**src/rtl/gc_mss.sv**
```systemverilog
// gc_mss: UART-controlled APB master with GPI readback and a 1-bit sigma-delta speaker DAC.
// Optional feature macro: GC_MSS_DAC_EN (builds the DAC level register and accumulator).
`timescale 1ns/1ps
module gc_mss #(
    parameter int BAUD_DIV    = 87,
    parameter int APB_TIMEOUT = 256
) (
    input  logic        SYSCLK,
    input  logic        MSS_RESET_N,
    output logic        FAB_CLK,
    output logic        M2F_RESET_N,
    output logic        MSSPSEL,
    output logic        MSSPENABLE,
    output logic        MSSPWRITE,
    output logic [19:0] MSSPADDR,
    output logic [31:0] MSSPWDATA,
    input  logic [31:0] MSSPRDATA,
    input  logic        MSSPREADY,
    input  logic        MSSPSLVERR,
    input  logic        F2M_GPI_0,
    input  logic        F2M_GPI_1,
    input  logic        F2M_GPI_2,
    input  logic        F2M_GPI_4,
    input  logic        UART_0_RXD,
    output logic        UART_0_TXD,
    input  logic        UART_1_RXD,
    output logic        UART_1_TXD,
    input  logic        SPI_0_DI,
    output logic        SPI_0_DO,
    inout  wire         SPI_0_CLK,
    inout  wire         SPI_0_SS,
    input  logic        VAREF0,
    output logic        SPEAKER_DAC
);
    localparam int CW = $clog2(BAUD_DIV);
    localparam int TW = $clog2(APB_TIMEOUT);
    localparam logic [CW-1:0] BIT_END  = CW'(BAUD_DIV - 1);
    localparam logic [CW-1:0] HALF_END = CW'(BAUD_DIV / 2 - 1);
    localparam logic [CW-1:0] C_ONE    = {{(CW-1){1'b0}}, 1'b1};
    localparam logic [TW-1:0] TMO_END  = TW'(APB_TIMEOUT - 1);
    localparam logic [TW-1:0] T_ONE    = {{(TW-1){1'b0}}, 1'b1};
    localparam logic [7:0] CH_W = 8'h57, CH_R = 8'h52, CH_G = 8'h47, CH_D = 8'h44;
    localparam logic [7:0] CH_K = 8'h4B, CH_E = 8'h45, CH_T = 8'h54, CH_Q = 8'h3F;

    typedef enum logic [2:0] {S_IDLE, S_ARGS, S_SETUP, S_ACCESS, S_RESP} state_t;

    logic [1:0]    rst_sync_r;
    logic          srst_s, unused_s;
    logic          rx_meta_r, rx_sync_r, rx_busy_r, rx_valid_r;
    logic [3:0]    rx_bit_r;
    logic [CW-1:0] rx_cnt_r;
    logic [7:0]    rx_byte_r;
    logic          tx_busy_r, txd_r, tx_go_s;
    logic [3:0]    tx_bits_r;
    logic [CW-1:0] tx_cnt_r;
    logic [8:0]    tx_shift_r;
    state_t        state_r, state_n;
    logic [7:0]    cmd_r, cmd_n, d_resp_s;
    logic [2:0]    need_r, need_n, left_r, left_n;
    logic [43:0]   shift_r, shift_n;
    logic [51:0]   args_s;
    logic [19:0]   paddr_r, paddr_n;
    logic [31:0]   pwdata_r, pwdata_n;
    logic          pwrite_r, pwrite_n, psel_r, psel_n, penable_r, penable_n;
    logic [TW-1:0] tmo_r, tmo_n;
    logic [39:0]   resp_r, resp_n;

    assign FAB_CLK     = SYSCLK;
    assign M2F_RESET_N = rst_sync_r[1];
    assign srst_s      = ~rst_sync_r[1];
    assign MSSPSEL     = psel_r;
    assign MSSPENABLE  = penable_r;
    assign MSSPWRITE   = pwrite_r;
    assign MSSPADDR    = paddr_r;
    assign MSSPWDATA   = pwdata_r;
    assign UART_0_TXD  = txd_r;
    assign UART_1_TXD  = 1'b1;
    assign SPI_0_DO    = 1'b0;
    assign SPI_0_CLK   = 1'b0;
    assign SPI_0_SS    = 1'b1;
    assign unused_s    = ^{UART_1_RXD, SPI_0_DI, VAREF0};
    assign args_s      = {shift_r, rx_byte_r};

    // Fabric reset synchronizer; its output also acts as the internal soft reset.
    always_ff @(posedge SYSCLK or negedge MSS_RESET_N) begin
        if (!MSS_RESET_N) rst_sync_r <= 2'b00;
        else              rst_sync_r <= {rst_sync_r[0], 1'b1};
    end

    // Two-flop synchronizer for the command UART input line.
    always_ff @(posedge SYSCLK or negedge MSS_RESET_N) begin
        if (!MSS_RESET_N) begin
            rx_meta_r <= 1'b1;
            rx_sync_r <= 1'b1;
        end else begin
            rx_meta_r <= UART_0_RXD;
            rx_sync_r <= rx_meta_r;
        end
    end

    // UART receiver: bit 0 is the start-bit check, 1..8 data, 9 stop.
    always_ff @(posedge SYSCLK or negedge MSS_RESET_N) begin
        if (!MSS_RESET_N) begin
            rx_busy_r <= 1'b0; rx_valid_r <= 1'b0; rx_bit_r <= 4'd0;
            rx_cnt_r <= {CW{1'b0}}; rx_byte_r <= 8'h00;
        end else if (srst_s) begin
            rx_busy_r <= 1'b0; rx_valid_r <= 1'b0; rx_bit_r <= 4'd0;
            rx_cnt_r <= {CW{1'b0}}; rx_byte_r <= 8'h00;
        end else begin
            rx_valid_r <= 1'b0;
            if (!rx_busy_r) begin
                rx_cnt_r  <= {CW{1'b0}};
                rx_bit_r  <= 4'd0;
                rx_busy_r <= ~rx_sync_r;
            end else if (rx_cnt_r != ((rx_bit_r == 4'd0) ? HALF_END : BIT_END)) begin
                rx_cnt_r <= rx_cnt_r + C_ONE;
            end else begin
                rx_cnt_r <= {CW{1'b0}};
                case (rx_bit_r)
                    4'd0: begin rx_busy_r <= ~rx_sync_r; rx_bit_r <= 4'd1; end
                    4'd9: begin rx_busy_r <= 1'b0; rx_valid_r <= rx_sync_r; end
                    default: begin
                        rx_byte_r <= {rx_sync_r, rx_byte_r[7:1]};
                        rx_bit_r  <= rx_bit_r + 4'd1;
                    end
                endcase
            end
        end
    end

    // UART transmitter: start bit on launch, then 8 data bits and the stop bit.
    always_ff @(posedge SYSCLK or negedge MSS_RESET_N) begin
        if (!MSS_RESET_N) begin
            tx_busy_r <= 1'b0; txd_r <= 1'b1; tx_bits_r <= 4'd0;
            tx_cnt_r <= {CW{1'b0}}; tx_shift_r <= 9'h1FF;
        end else if (srst_s) begin
            tx_busy_r <= 1'b0; txd_r <= 1'b1; tx_bits_r <= 4'd0;
            tx_cnt_r <= {CW{1'b0}}; tx_shift_r <= 9'h1FF;
        end else if (tx_go_s) begin
            tx_busy_r <= 1'b1; txd_r <= 1'b0; tx_bits_r <= 4'd9;
            tx_cnt_r <= {CW{1'b0}}; tx_shift_r <= {1'b1, resp_r[39:32]};
        end else if (!tx_busy_r) begin
            txd_r <= 1'b1;
        end else if (tx_cnt_r != BIT_END) begin
            tx_cnt_r <= tx_cnt_r + C_ONE;
        end else begin
            tx_cnt_r <= {CW{1'b0}};
            if (tx_bits_r == 4'd0) begin
                tx_busy_r <= 1'b0;
            end else begin
                txd_r      <= tx_shift_r[0];
                tx_shift_r <= {1'b1, tx_shift_r[8:1]};
                tx_bits_r  <= tx_bits_r - 4'd1;
            end
        end
    end

`ifdef GC_MSS_DAC_EN
    logic [7:0] level_r;
    logic [8:0] acc_r;
    assign d_resp_s    = CH_K;
    assign SPEAKER_DAC = acc_r[8];

    // DAC level load on the 'D' data byte and first-order sigma-delta accumulator.
    always_ff @(posedge SYSCLK or negedge MSS_RESET_N) begin
        if (!MSS_RESET_N) begin
            level_r <= 8'h00; acc_r <= 9'h000;
        end else if (srst_s) begin
            level_r <= 8'h00; acc_r <= 9'h000;
        end else begin
            if (state_r == S_ARGS && cmd_r == CH_D && rx_valid_r) level_r <= rx_byte_r;
            else                                                   level_r <= level_r;
            acc_r <= {1'b0, acc_r[7:0]} + {1'b0, level_r};
        end
    end
`else
    assign d_resp_s    = CH_E;
    assign SPEAKER_DAC = 1'b0;
`endif

    // Command engine state and APB/response datapath registers.
    always_ff @(posedge SYSCLK or negedge MSS_RESET_N) begin
        if (!MSS_RESET_N) begin
            state_r <= S_IDLE; cmd_r <= 8'h00; need_r <= 3'd0; shift_r <= 44'h0;
            paddr_r <= 20'h0; pwdata_r <= 32'h0; pwrite_r <= 1'b0; psel_r <= 1'b0;
            penable_r <= 1'b0; tmo_r <= {TW{1'b0}}; resp_r <= 40'h0; left_r <= 3'd0;
        end else if (srst_s) begin
            state_r <= S_IDLE; cmd_r <= 8'h00; need_r <= 3'd0; shift_r <= 44'h0;
            paddr_r <= 20'h0; pwdata_r <= 32'h0; pwrite_r <= 1'b0; psel_r <= 1'b0;
            penable_r <= 1'b0; tmo_r <= {TW{1'b0}}; resp_r <= 40'h0; left_r <= 3'd0;
        end else begin
            state_r <= state_n; cmd_r <= cmd_n; need_r <= need_n; shift_r <= shift_n;
            paddr_r <= paddr_n; pwdata_r <= pwdata_n; pwrite_r <= pwrite_n; psel_r <= psel_n;
            penable_r <= penable_n; tmo_r <= tmo_n; resp_r <= resp_n; left_r <= left_n;
        end
    end

    // Next-state logic; UART bytes are only consumed in IDLE and ARGS.
    always_comb begin
        state_n = state_r; cmd_n = cmd_r; need_n = need_r; shift_n = shift_r;
        paddr_n = paddr_r; pwdata_n = pwdata_r; pwrite_n = pwrite_r; psel_n = psel_r;
        penable_n = penable_r; tmo_n = tmo_r; resp_n = resp_r; left_n = left_r;
        tx_go_s = 1'b0;
        case (state_r)
            S_IDLE: begin
                if (rx_valid_r) begin
                    cmd_n = rx_byte_r;
                    case (rx_byte_r)
                        CH_W: begin need_n = 3'd7; state_n = S_ARGS; end
                        CH_R: begin need_n = 3'd3; state_n = S_ARGS; end
                        CH_D: begin need_n = 3'd1; state_n = S_ARGS; end
                        CH_G: begin
                            resp_n  = {CH_K, 4'b0000, F2M_GPI_4, F2M_GPI_2, F2M_GPI_1, F2M_GPI_0, 24'h000000};
                            left_n  = 3'd2;
                            state_n = S_RESP;
                        end
                        default: begin resp_n = {CH_Q, 32'h0}; left_n = 3'd1; state_n = S_RESP; end
                    endcase
                end else begin
                    state_n = S_IDLE;
                end
            end
            S_ARGS: begin
                if (rx_valid_r) begin
                    shift_n = args_s[43:0];
                    if (need_r == 3'd1) begin
                        case (cmd_r)
                            CH_W: begin
                                paddr_n = args_s[51:32]; pwdata_n = args_s[31:0];
                                pwrite_n = 1'b1; psel_n = 1'b1; state_n = S_SETUP;
                            end
                            CH_R: begin
                                paddr_n = args_s[19:0]; pwrite_n = 1'b0;
                                psel_n = 1'b1; state_n = S_SETUP;
                            end
                            default: begin resp_n = {d_resp_s, 32'h0}; left_n = 3'd1; state_n = S_RESP; end
                        endcase
                    end else begin
                        need_n = need_r - 3'd1;
                    end
                end else begin
                    state_n = S_ARGS;
                end
            end
            S_SETUP: begin
                penable_n = 1'b1; tmo_n = {TW{1'b0}}; state_n = S_ACCESS;
            end
            S_ACCESS: begin
                if (MSSPREADY) begin
                    psel_n = 1'b0; penable_n = 1'b0; state_n = S_RESP;
                    if (MSSPSLVERR)     begin resp_n = {CH_E, 32'h0};     left_n = 3'd1; end
                    else if (pwrite_r)  begin resp_n = {CH_K, 32'h0};     left_n = 3'd1; end
                    else                begin resp_n = {CH_K, MSSPRDATA}; left_n = 3'd5; end
                end else if (tmo_r == TMO_END) begin
                    psel_n = 1'b0; penable_n = 1'b0; state_n = S_RESP;
                    resp_n = {CH_T, 32'h0}; left_n = 3'd1;
                end else begin
                    tmo_n = tmo_r + T_ONE;
                end
            end
            S_RESP: begin
                if (!tx_busy_r) begin
                    tx_go_s = 1'b1;
                    resp_n  = {resp_r[31:0], 8'h00};
                    left_n  = left_r - 3'd1;
                    if (left_r == 3'd1) state_n = S_IDLE;
                    else                state_n = S_RESP;
                end else begin
                    state_n = S_RESP;
                end
            end
            default: state_n = S_IDLE;
        endcase
    end
endmodule

```
**config.mk**
```make
export PLATFORM = sky130hd
export DESIGN_NAME = gc_mss
export DESIGN_NICKNAME = d
export VERILOG_FILES = /design/src/rtl/gc_mss.sv
export SDC_FILE = /design/constraint.sdc
export NUM_CORES = 1
export LEC_CHECK = 0
export CAP_MARGIN = 20
export CORE_MARGIN = 4
export CORE_UTILIZATION = 47
export CTS_BUF_LIST = sky130_fd_sc_hd__clkbuf_4
export DETAILED_ROUTE_END_ITERATION = 10
export PLACE_DENSITY = 0.71
export SLEW_MARGIN = 20
export SYNTH_ARGS = -nofsm -noshare
export SYNTH_HDL_FRONTEND = slang
export SYNTH_SLANG_ARGS = --single-unit
```
**constraint.sdc**
```tcl
create_clock -name SYSCLK -period 7 [get_ports SYSCLK]
set_input_delay 1.75 -clock SYSCLK [delete_from_list [all_inputs] [get_ports SYSCLK]]
set_output_delay 1.75 -clock SYSCLK [all_outputs]
set_load 0.1 [all_outputs]
```
Yosys cells after proc, flatten, opt, wreduce, memory -nomap -nowiden
Index checks and enable logic that the tools add are counted.
{ "classes": {"n_addsub": 7, "bitwise_logic": 1, "reduce_logical": 20, "n_eq_ne": 49, "muxes": 121} }
{ "op_table": {"columns": ["cell", "count"], "rows": [
  ["two-way mux 40 bit", 8],
  ["two-way mux 32 bit", 6],
  ["one-hot mux 40 bit (4 select lines)", 1],
  ["two-way mux 44 bit", 3],
  ["two-way mux 20 bit", 4],
  ["two-way mux 8 bit", 10],
  ["one-hot mux 40 bit (2 select lines)", 1],
  ["two-way mux 3 bit", 24],
  ["two-way mux 7 bit", 8],
  ["== test 8 x 7 -> 1 bit (second input constant)", 6],
  ["two-way mux 9 bit", 5],
  ["!= test 3 bit (second input constant)", 14],
  ["one-hot mux 20 bit (2 select lines)", 1],
  ["two-way mux 36 bit", 1],
  ["two-way mux 4 bit", 8],
  ["two-way mux 1 bit", 30],
  ["!= test 4 bit (second input constant)", 4],
  ["one-hot mux 8 bit (2 select lines)", 1],
  ["!= test 3 x 1 -> 1 bit (second input constant)", 5],
  ["one-hot mux 3 bit (5 select lines)", 1],
  ["adder 7 x 1 -> 7 bit (second input constant)", 2],
  ["!= test 2 x 1 -> 1 bit (second input constant)", 6],
  ["one-hot mux 3 bit (2 select lines)", 2],
  ["one-hot mux 3 bit (4 select lines)", 1],
  ["27 further kinds", 46]
]} }
{ "word_totals": {"inputBits": 44, "wordCells": 223, "register_bits": 211, "out_inout_bits": 63} }

Longest topological paths before layout
{ "logic_depth": {"depth_word": 7, "mapped_depth": 9, "depth_no_buf": 7} }

==> reports/qor.csv <==
metric,value,unit
Clock Power Share,0.456,
met2 wire length,10300,µm
top post-synthesis cells by area,"dfrtp_1 50%, nand2_1 9.3%, mux2_4 4.2%",
Crit path arrival time,4690,ps
max-slew violation count,0,
"Seq/Total Area, Yosys",0.531,
routed wire length,22700,µm
RSZ-0062 raised after global routing,false,
Rows,52,
"Distinct cells, synth",66,
first-pass GRT wire length,38500,µm
Setup Crit Path Kind,clock port to output pin,
DR WL/cell,15.9,µm
# setup viols final,0,
"flops & latches, synth",210,
sw frac,0.256,
setup TNS,0,ps
gp weighted congestion,0.793,
Total Die Area,23500,µm²
Sequential Power Share,0.496,
maximum number of pins on one net before global-route repair,108,
port bufs,98,
share of cells above drive strength 1,0.141,
post-synth top area share,0.502,
skew final,29.5,ps
"Hold Vio Cnt, Final",0,
Tightest Pin Transition,1030,ps
I/O pin count,107,
Slowest cell on crit path,clkdlybuf4s50_1,
routed vias,7589,
Gate Count Post-Synth,1013,
total core area,20500,µm²
CP max FO,4,
Max Cap Violations,0,
worst vdd ir,0.345,mV
"Reg clk slew, reported paths",60,ps
design area,11800,µm²
main flop type after synthesis,dfrtp_1,
GRT Util Overall,0.196,
Synth warnings,0,
global route overflow,0,
CTS tree,built,
Mean Syn Cell Area,9.79,µm²
Worst slew margin,0.310,
crit-path cells,"clkbuf_4, clkbuf_4, clkdlybuf4s50_1",
most frequent CP cell,clkbuf_4,
Setup crit end kind,output pin,
crit-path max cell delay,960,ps
vias in the first global route,7538,
initial antenna violation count,1,
PD cells,209,nW/µm²
switching power total,0.633,mW
"area leader, netlist",dfrtp_1,
P_int,1.84,mW
DRT met1 WL,11000,µm
dpl cell area,11100,µm²
via/cell ratio,5.30,
post-cts sizing count,0,
outcome,completed,
ys async rst share,1.00,
number of DRC markers in iteration 0,521,
Post-route DRC,0,
required time of the critical path,5250,ps
Worst-Skew Late Latency,760,ps
drt first pass iters,5,
die width,153,µm
DP HPWL,14600,µm
worst min-delay path class,register to register,
Area growth syn-to-layout,19.3,%
Leak,5.20,nW
# Post-CTS Setup Buffers,0,
Post-CTS Hold Fix Bufs,0,
Critical Path Start Type,clock port,
Comb power frac,0.049,
Synth Cell Area,9920,µm²
met3 WL,1100,µm
highest routed metal layer,met4,
Initial Util,0.484,
Post-synth EDFFs,0,
post-route ant nets,0,
Final #Nets,1174,
Die Ht,153,µm
-- cells in the mapped netlist, types with 4 or more instances --
| library cell | count |
|---|---|
| nor3_1 | 14 |
| nand2b_1 | 8 |
| mux2i_1 | 40 |
| buf_4 | 6 |
| xnor2_1 | 7 |
| nand2_1 | 245 |
| nand3_1 | 14 |
| dfrtp_1 | 199 |
| nor3b_1 | 4 |
| o21ai_0 | 55 |
| inv_1 | 25 |
| mux2_4 | 28 |
| nor4b_1 | 4 |
| a31oi_1 | 10 |
| dfstp_2 | 11 |
| a22oi_1 | 5 |
| o31ai_1 | 23 |
| nor4_1 | 4 |
| nor2_1 | 59 |
| and3_1 | 4 |
| ha_1 | 14 |
| a21oi_1 | 70 |
| o21a_1 | 4 |
| nor2b_1 | 4 |
| xor2_1 | 13 |
| a22o_1 | 21 |
| nand3b_1 | 5 |
| clkbuf_1 | 57 |
-- critical path, delay by kind of cell --
kind | cells | cell delay (ps)
buffers and inverters | 3 | 1190
-- routing by layer --
metal  vias to the layer above  track usage
li1                       3711            -
met1                      3655        0.288
met2                       188        0.290
met3                        35       0.0379
met4                         0       0.0687
met5                         -            0
-- layout by cell type (no fill, tap or decap), types with 4 or more instances in the layout --
| cell type | count |
|---|---|
| a31oi_1 | 10 |
| dfstp_2 | 11 |
| clkbuf_4 | 89 |
| o31ai_1 | 23 |
| nand2b_1 | 8 |
| and3_1 | 4 |
| clkdlybuf4s50_1 | 97 |
| ha_1 | 14 |
| a22oi_1 | 5 |
| o21ai_0 | 55 |
| nor3_1 | 14 |
| a22o_1 | 21 |
| inv_1 | 24 |
| nand3b_1 | 5 |
| dfrtp_1 | 198 |
| clkinv_1 | 12 |
| nand2_1 | 245 |
| conb_1 | 6 |
| xor2_1 | 13 |
| nor2_1 | 58 |
| buf_4 | 12 |
| a21oi_1 | 69 |
| mux2i_1 | 40 |
| nor2b_1 | 4 |
| mux2_4 | 28 |
| o21a_1 | 4 |
| nand3_1 | 14 |
| xnor2_1 | 7 |
-- worst paths after layout --
| path | from | to | slack (ps) | depth (start not counted) |
|---|---|---|---|---|
| setup reg to reg | rst_sync_r[1]$_DFF_PN0_ | resp_r[16]$_DFFE_PN0P_ | 3700 | 6 |
| max in group asynchronous | MSS_RESET_N | MSSPADDR[2]$_DFFE_PN0P_ | 4570 | 2 |
| hold / removal | rx_meta_r$_DFF_PN1_ | rx_sync_r$_DFF_PN1_ | 360 | 0 |
| min in group asynchronous | MSS_RESET_N | resp_r[1]$_DFFE_PN0P_ | 1060 | 1 |
| setup / recovery | SYSCLK | FAB_CLK | 560 | 3 |
| hold reg to reg | rx_meta_r$_DFF_PN1_ | rx_sync_r$_DFF_PN1_ | 360 | 0 |
-- stage by stage --
step / util / setup WS (ps) / hold WS, ps / power (mW) / std cells
floorplan: - / 1540 / 331 / 1.37 / 1017
global placement: 0.541 / 810 / 336 / 1.43 / 1326
detailed placement: 0.541 / 810 / 347 / 1.43 / 1326
CTS: 0.577 / 548 / 360 / 2.52 / 1430
global route: 0.577 / 532 / 361 / 2.60 / 1432
finish: 0.577 / 562 / 358 / 2.48 / 1432
-- state kept, by name, indices dropped and copies added, names as in the netlist, 2 cells and up --
register and count:
rx_cnt_r 7, rst_sync_r 2, resp_r 40, tx_shift_r 8, shift_r 44, cmd_r 8
tmo_r 8, need_r 3, MSSPADDR 20, rx_bit_r 4, state_r 3, rx_byte_r 8
MSSPWDATA 32, left_r 3, tx_bits_r 4, tx_cnt_r 7
-- cells by family after synthesis --
logic type | Yosys count | share of synthesized area
and+or+nand+nor | 386 | 0.170
AOI/OAI and AO/OA | 215 | 0.137
DFF | 210 | 0.531
buffers and inverters | 96 | 0.0411
muxes | 70 | 0.0850
xor gates and xnor gates | 20 | 0.0177
adders and majority gates | 14 | 0.0177
other | 2 | 0.000757
-- final cells by class --
class / count / area (µm²)
well taps: 270 / 338
clock buffers: 90 / 678
fillers: 1867 / 8660
inverters: 25 / 95.1
repair buffers: 109 / 1060
multi-input cells: 711 / 4330
diodes: 2 / 5.00
flip-flops and latches: 210 / 5270
clock inverters: 15 / 56.3
-- power by group through the flow --
| stage | combinational (mW) | sequential, mW | clock [mW] |
|---|---|---|---|
| after CTS | 0.123 | 1.23 | 1.17 |
| after global placement | 0.122 | 1.25 | 0.0561 |
| after floorplan | 0.0590 | 1.25 | 0.0539 |
| after detailed placement | 0.123 | 1.25 | 0.0561 |
| after global routing | 0.133 | 1.23 | 1.24 |
| final | 0.120 | 1.23 | 1.13 |
No activity file was read; power rests on OpenSTA's default activity.
==> patch, RTL diff (same flow settings) <==
Encoding of `state_t`: now one-hot (5 bits for 5 states).
--- a/src/rtl/gc_mss.sv
+++ b/src/rtl/gc_mss.sv
@@ -43,5 +43,5 @@
     localparam logic [7:0] CH_K = 8'h4B, CH_E = 8'h45, CH_T = 8'h54, CH_Q = 8'h3F;
 
-    typedef enum logic [2:0] {S_IDLE, S_ARGS, S_SETUP, S_ACCESS, S_RESP} state_t;
+    typedef enum logic [4:0] {S_IDLE = 5'b00001, S_ARGS = 5'b00010, S_SETUP = 5'b00100, S_ACCESS = 5'b01000, S_RESP = 5'b10000} state_t;
 
     logic [1:0]    rst_sync_r;
Function: same outputs for any inputs over 4 cycles, from zero or initial values and one cycle with MSS_RESET_N low; so few cycles prove little.
==> patch against the original RTL <==
Global-route usage grew 0.46 points. Clock power grew 5%. First-iteration DRC count grew 33%. Utilization shrank 0.29 points. Synthesized area shrank 0.68%. Final area shrank 0.82%. Worst hold slack lost 0.0032 ns. Routed wire length grew 1.7%. Power grew 2.8%. Sequential cell count grew 2. Setup slack gained 0.0037 ns.
==> patch: results (changes against the original RTL) <==
Pleak=5.117 nW (-1.5%); Final WS setup=0.5660 ns (+0.003740 ns); hpwl dp=14.66 mm (+0.57%); crit path DAT=4.68 ns (about the same); Reg2Reg Depth=9 (+3); initial antenna violation count=1 (unchanged); Via density=5.387 (+1.7%); Final #Nets=1178 (+0.34%); max reg flops=44 (unchanged); setup bufs post-CTS=0 (unchanged); CP max FO=4 (unchanged); Hold Fails Final Rpt=0 (unchanged); vias in the first global route=7656 (+1.6%); pre-CTS WS=0.8104 ns (unchanged); Largest Register=shift_r; Ys Warns=0 (unchanged); largest net degree at the start of global routing=113 (+4.6%); Crit-path slowest cell=clkdlybuf4s50_1; share of post-route cells with drive strength above 1=12.44% (-1.6 points); outcome=completed; synth unique cells=67 (+1.5%); ranking of synthesized cells by area=dfrtp_1 51%, nand2_1 6.8%, mux2i_1 4.5%, a21oi_1 3.2%, dfstp_2 3.2%; RR Endpoint=left_r[0]; Peak supply drop=0.2066 mV (-40%); Seq/Total Area, Yosys=53.99% (+0.88 points); total wire length=23.13 mm (+1.7%); fillcell total=1875 (+0.43%); drt first pass iters=6 (+1); Port Buffers=98 (unchanged); relative slew slack=32.60% (+1.6 points); Iteration-0 DRC Markers=692 (+33%); first-pass GRT wire length=39.08 mm (+1.6%); Reg2Reg Setup Slack=3.89 ns (+0.19 ns); most instantiated cells after synthesis=200 x dfrtp_1, 179 x nand2_1, 69 x nor2_1; r2r startpoint=rst_sync_r[1]; clk_lat worst skew=0.78 ns (+0.02 ns); Total Routing Usage GR=20.03% (+0.46 points); Worst Hold Class=flop to flop; Async SR Flop Fraction=100.0% (unchanged); Setup crit end=FAB_CLK; slowest stage delay, CP=0.95 ns; clk_skew=0.02972 ns (+0.0001951 ns); internal power=1.902 mW (+3.2%); placer congestion estimate=0.8052 (+1.6%); Reg clk slew, reported paths=0.07 ns; post-CTS resize count=0 (unchanged)
[patch: changes by cell type in the layout (fill, tap and decap cells not counted), moves of 15 or more]
cell	change
nand2_1	-66
o21ai_1	+17
mux2_4	-28
a22oi_1	+15
inv_1	+22
nand3_1	+35
[patch: worst min-delay path by stage]
stage	startpoint	end	slack [ns]	cells after the start
2_1_floorplan	rst_sync_r[0]	rst_sync_r[1]	0.33	0
3_3_place_gp	rst_sync_r[0]	rst_sync_r[1]	0.33	0
3_5_place_dp	rst_sync_r[0]	rst_sync_r[1]	0.34	0
4_1_cts	rx_meta_r	rx_sync_r	0.36	0
5_1_grt	rx_meta_r	rx_sync_r	0.37	0
6_report	rst_sync_r[0]	rst_sync_r[1]	0.35	0
[patch: routing by layer]
metal / global-route usage (%) / vias up / wire length, um
met5: 0 / - / 0
met4: 7.467 / 0 / 457
met3: 3.664 / 36 / 1151
met2: 30.33 / 204 / 10750
met1: 28.95 / 3741 / 10770
li1: - / 3766 / -
[patch: logic make-up after synthesis]
kind of cell               after synthesis  synth area share [%]
AOI/OAI and AO/OA                      241                 15.35
xor gates and xnor gates                19                 1.689
adders and majority gates               14                 1.778
buffers and inverters                  123                 5.295
DFF                                    212                 53.99
muxes                                   46                 4.698
other                                    2               0.07621
and+or+nand+nor                        364                 17.13
[patch: layout make-up]
| class | count | area (sq um) | share of cell area, % |
|---|---|---|---|
| repair buffers | 108 | 1057 | 9.009 |
| clock buffers | 98 | 738.2 | 6.291 |
| flip-flops and latches | 212 | 5321 | 45.35 |
| well taps | 270 | 337.8 | 2.879 |
| multi-input cells | 690 | 4045 | 34.47 |
| inverters | 47 | 176.4 | 1.503 |
| clock inverters | 11 | 53.80 | 0.4585 |
| diodes | 2 | 5.005 | 0.04265 |
[patch: power by group through the flow]
stage / combinational [mW] / clock, mW / sequential, mW
finish: 0.112 / 1.19 / 1.24
detailed placement: 0.115 / 0.0561 / 1.27
floorplan: 0.0564 / 0.0539 / 1.27
CTS: 0.115 / 1.23 / 1.24
global placement: 0.114 / 0.0561 / 1.27
global route: 0.125 / 1.30 / 1.25
[patch: metrics by stage]
step,cells,hold WS [ns],cell area [sq um],util (%)
floorplan,1025,0.3312,9869,-
finish,1438,0.3549,11740,57.44
detailed placement,1328,0.3417,10950,53.59
CTS,1436,0.3564,11730,57.42
global placement,1328,0.3345,10950,53.59
global route,1438,0.3666,11740,57.44
[patch: worst max-delay path: cells and delay by family]
family	cells	cell delay, ns
buf+inv	3	1.18
